[config.mk]
export PLATFORM = sky130hd
export DESIGN_NAME = byte_parity_rx
export DESIGN_NICKNAME = d
export VERILOG_FILES = /design/src/rtl/byte_parity_rx.sv
export SDC_FILE = /design/constraint.sdc
export NUM_CORES = 1
export LEC_CHECK = 0
export ABC_AREA = 0
export CAP_MARGIN = 25
export CORE_MARGIN = 4
export CORE_UTILIZATION = 45
export CTS_CLUSTER_SIZE = 14
export DETAILED_ROUTE_END_ITERATION = 16
export GPL_TIMING_DRIVEN = 0
export MAX_ROUTING_LAYER = met4
export PLACE_DENSITY = 0.75
export SKIP_LAST_GASP = 1
export SYNTH_ARGS = -nofsm -noshare
export SYNTH_HDL_FRONTEND = slang
export SYNTH_SLANG_ARGS = --single-unit
[constraint.sdc]
create_clock -name clk -period 1.7 [get_ports clk]
set_clock_uncertainty 0.05 [all_clocks]
set_input_delay 0.255 -clock clk [delete_from_list [all_inputs] [get_ports clk]]
set_output_delay 0.255 -clock clk [all_outputs]
set_load 0.1 [all_outputs]
[src/rtl/byte_parity_rx.sv]
// Serial byte receiver: start + 8 data (LSB first) + parity + stop, with
// parity/framing errors and all-zero / all-ones status of the received byte.
module byte_parity_rx #(
  parameter int CLKS_PER_BIT = 4,
  parameter bit PARITY_ODD   = 1'b0
) (
  input  logic       clk,
  input  logic       rst,
  input  logic       rx,
  output logic [7:0] data,
  output logic       valid,
  output logic       parity_err,
  output logic       frame_err,
  output logic       all_zero,
  output logic       all_ones,
  output logic       busy
);

  localparam int HALF = CLKS_PER_BIT / 2;
  localparam int TW   = (CLKS_PER_BIT > 2) ? $clog2(CLKS_PER_BIT) : 1;

  typedef enum logic [2:0] {IDLE, START, DATA, PARITY, STOP, BREAK} state_t;

  state_t          state;
  logic [TW-1:0]   timer;
  logic [2:0]      index;
  logic [7:0]      shift;
  logic            par_bad;
  logic            bit_end;
  logic            half_end;

  // The timer restarts at zero on every sample point, so each bit period is
  // exactly CLKS_PER_BIT cycles and sample points never drift.
  assign bit_end  = (timer == TW'(CLKS_PER_BIT - 1));
  assign half_end = (timer == TW'(HALF - 1));

  always_ff @(posedge clk or posedge rst) begin
    if (rst) begin
      state      <= IDLE;
      timer      <= '0;
      index      <= '0;
      shift      <= '0;
      par_bad    <= 1'b0;
      data       <= '0;
      valid      <= 1'b0;
      parity_err <= 1'b0;
      frame_err  <= 1'b0;
      all_zero   <= 1'b0;
      all_ones   <= 1'b0;
      busy       <= 1'b0;
    end else begin
      valid <= 1'b0;
      case (state)
        IDLE: begin
          if (!rx) begin
            state <= START;
            timer <= '0;
            busy  <= 1'b1;
          end
        end
        START: begin
          if (half_end) begin
            timer <= '0;
            index <= '0;
            if (!rx) begin
              state <= DATA;
            end else begin
              state <= IDLE;
              busy  <= 1'b0;
            end
          end else begin
            timer <= timer + TW'(1);
          end
        end
        DATA: begin
          if (bit_end) begin
            timer        <= '0;
            shift[index] <= rx;
            if (index == 3'd7) begin
              index <= '0;
              state <= PARITY;
            end else begin
              index <= index + 3'd1;
            end
          end else begin
            timer <= timer + TW'(1);
          end
        end
        PARITY: begin
          if (bit_end) begin
            timer   <= '0;
            par_bad <= rx ^ (^shift) ^ PARITY_ODD;
            state   <= STOP;
          end else begin
            timer <= timer + TW'(1);
          end
        end
        STOP: begin
          if (bit_end) begin
            timer      <= '0;
            valid      <= 1'b1;
            data       <= shift;
            parity_err <= par_bad;
            frame_err  <= ~rx;
            all_zero   <= ~|shift;
            all_ones   <= &shift;
            if (rx) begin
              state <= IDLE;
              busy  <= 1'b0;
            end else begin
              state <= BREAK;
            end
          end else begin
            timer <= timer + TW'(1);
          end
        end
        BREAK: begin
          if (rx) begin
            state <= IDLE;
            busy  <= 1'b0;
          end
        end
        default: begin
          state <= IDLE;
          busy  <= 1'b0;
        end
      endcase
    end
  end

endmodule

==> flow_metrics.env <==
export IMPL_rsz0062_at_grt="true"
export IMPL_rr_startpoint="state[0]$_DFFE_PP0P_"
export IMPL_synth_xor_area_share_pct=2.11
export IMPL_die_w_um=68.8
export IMPL_path_cells="nor3b_4 > nand3b_1 > nor3_1 > mux2_2"
export IMPL_rows=21
export IMPL_synth_seq_cells=31
export IMPL_crit_required_ns=1.82
export IMPL_synthMuxAreaShare_pct=7.98
export IMPL_synthAdderAreaFrac_pct=9.79
export IMPL_cp_slowest_cell="dfrtp_2"
export IMPL_maxSlewViolCount=0
export IMPL_drt_initial_drc_count=63
export IMPL_cts_buffer_depth=2
export IMPL_synth_compound_area_share_pct=11.2
export IMPL_drc=0
export IMPL_r2r_end="shift[4]$_DFFE_PP0P_"
export IMPL_cts_sinks=31
export IMPL_viasPerCell=5.29
export IMPL_die_area_um2=4730
export IMPL_synth_warnings=0
export IMPL_htreeDepth=2
export IMPL_power_density_nw_per_um2=1950
export IMPL_synth_cell_types=34
export IMPL_finalCritPeriodShare_pct=97.1
export IMPL_critPathMaxStageDelay_ns=0.47
export IMPL_first_pass_iters=4
export IMPL_end_kind="flop"
export IMPL_cts_tree="built"
export IMPL_cp_top_family="simple AND/OR/NAND/NOR gates"
export IMPL_placed_area_um2=1910
export IMPL_maxCapViolations=0
export IMPL_yosysSeqAreaShare_pct=46.7
export IMPL_antenna_cells=0
export IMPL_cp_max_fo=7
export IMPL_wl_per_cell_um=13.6
export IMPL_crit_buf_inv=0
export IMPL_synth_area_top_cells="dfrtp_1 (47%), ha_1 (9.8%), o21ai_0 (4.8%)"
export IMPL_fin_area_um2=2080
export IMPL_yosys_area_top_type="dfrtp_1"
export IMPL_grt_util_all_layers_pct=16.4
export IMPL_synth_area_um2=1660
export IMPL_floorplan_initialDensity_pct=48.3
export IMPL_synth_top_area_share_pct=46.7
export IMPL_synth_top_family_by_area="simple AND/OR/NAND/NOR gates"
export IMPL_synth_cells=170
export IMPL_fin_nets=212
export IMPL_drive_gt1_share_pct=21.8
export IMPL_async_flop_share_pct=100
export IMPL_clk_latency_ns=0.29
export IMPL_critPathArrivalTime_ns=1.77
export IMPL_synth_main_ff_cell="dfrtp_1"
export IMPL_final_util_pct=60.4
export IMPL_synth_net_count=186
export IMPL_finalSetupViolations=0
export IMPL_grt_pass1_vias=1225
export IMPL_syn_avg_cell_area_um2=9.77
export IMPL_grt_pass1_wl_um=5510
export IMPL_leakagePower_uw=0.000959
export IMPL_synthSimpleGateAreaFrac_pct=16.6
export IMPL_antenna_left=0
export IMPL_gr_total_overflow=0
export IMPL_cts_buffers=5
export IMPL_antenna_found_initial=0
export IMPL_core_area_um2=3440
export IMPL_synth_edf_count=0
export IMPL_hold_class="in -> async"
export IMPL_peakVddDrop_v=0.000620
export IMPL_dp_final_hpwl_um=2480
export IMPL_cts_root_buf="clkbuf_8"
export IMPL_cp_start_kind="flop"
export IMPL_port_buffers=16
export IMPL_area_growth_synth_to_final_pct=25.1
export IMPL_worstRegToRegCells=4
export IMPL_final_hold_violation_count=0
export IMPL_via_count=1285
export IMPL_critical_path_class="reg -> reg"
export IMPL_fin_crit_ns=1.65
export IMPL_slew_headroom_pct=63.2
export IMPL_clk_pin_slew_worst_paths_ns=0.07
export IMPL_ios=17
export IMPL_grt_start_max_net_pins=25
export IMPL_worst_pin_slew_ns=0.555
export IMPL_clock_fmax_ghz=0.606
export IMPL_r2r_setup_slack_ns=0.05
export IMPL_status="finished clean"
export IMPL_gp_congestion=0.840
export IMPL_die_y_um=68.8
export IMPL_wl_um=3310
==> synth_stat cells, drive strengths merged, types with 2 or more instances <==
library cell and instances:
nor3b 2, nor3 5, inv 15, clkbuf 3
nand2b 2, mux2 10, ha 13, a211oi 2
nor2b 4, nand4 2, xnor2 3, nand2 20
nand3b 3, a21oi 5, nand3 8, nor2 7
dfrtp 31, buf 5, o21ai 17, mux2i 2
==> power breakdown <==
group	internal [uW]	switching (uW)
registers	982	223
clock network	474	273
logic	727	1380
total	2180	1880
==> worst max-delay path by stage <==
stage	from	to	slack, ns	cells past startpoint
floorplan	timer[0]$_DFFE_PP0P_	index[0]$_DFFE_PP0P_	0.16	5
global placement	busy$_DFFE_PP0P_	busy	-0.10	1
detailed placement	busy$_DFFE_PP0P_	busy	-0.11	1
CTS	timer[0]$_DFFE_PP0P_	index[0]$_DFFE_PP0P_	0.002	5
global route	state[0]$_DFFE_PP0P_	shift[4]$_DFFE_PP0P_	-0.06	4
finish	state[0]$_DFFE_PP0P_	shift[4]$_DFFE_PP0P_	0.05	4
==> sequential cells by signal, indices dropped and copies added (netlist names), 2 cells and up <==
name   count
index      3
state      3
timer      2
shift      8
data       8
==> cells in the final DEF, fill, tap and decap left out, drive strengths merged <==
master	count
mux2	10
nand3	8
nor2	7
nand2	20
a211oi	2
inv	15
xnor2	3
a41o	1
buf	9
o31ai	1
ha	13
nand3b	3
o21ai	17
a31oi	1
clkdlybuf4s15	14
clkinv	1
clkbuf	8
xor2	1
nor2b	4
o22ai	1
clkdlybuf4s50	2
o21bai	1
nand4	2
and3	1
a21oi	5
a22o	1
nand2b	2
dfrtp	31
nor3	5
mux2i	2
a22oi	1
bufinv	1
nor3b	2
o21a	1
nor4	1
==> worst reg2reg max path, stage by stage (launching register included) <==
cell      delay (ns)
dfrtp_2         0.47
nor3b_4         0.26
nand3b_1        0.20
nor3_1          0.21
mux2_2          0.36
==> cell type report <==
class                      count  area [um^2]
timing repair buffer          19          220
clock inverter                 2         35.0
multi-input combinational    116          808
tap                           46         57.6
fill                         278         1360
sequential                    31          777
clock buffer                   6         82.6
buffer                         8         41.3
inverter                      15         56.3
==> metal layers <==
metal / global-route usage (%) / vias to the layer above / part of all wire, %
li1: - / 632 / -
met1: 20.7 / 614 / 46
met2: 24.2 / 30 / 47
met3: 3.57 / 9 / 4.1
met4: 9.49 / 0 / 2.7
met5: - / - / 0
==> cells by family (layout without fill, tap and decap cells) <==
logic type / after synthesis / in the layout
xor gates and xnor gates: 4 / 4
AOI/OAI and AO/OA: 32 / 32
buffers and inverters: 23 / 50
and+or+nand+nor: 55 / 55
adders and majority gates: 13 / 13
muxes: 12 / 12
DFF: 31 / 31
==> per-stage QoR <==
step	setup TNS (ns)	instances	total power (uW)	hold WS (ns)	setup WS, ns
4_1_cts	0	241	4000	0.212	0.00174
3_3_place_gp	-0.879	232	3170	0.414	-0.103
2_1_floorplan	0	170	2790	0.309	0.162
5_1_grt	-0.0951	243	4320	0.266	-0.0556
3_5_place_dp	-1.09	233	3250	0.421	-0.107
6_report	0	243	4060	0.202	0.0488
==> timing repair <==
| action | 4_1_cts | 5_1_grt |
|---|---|---|
| hold buffers | 0 | 0 |
| setup endpoints to repair | 25 | 18 |
| pin swaps | 1 | 0 |
| gates resized for setup | 44 | 9 |
| setup buffers | 0 | 2 |
(Power assumes the default switching activity.)
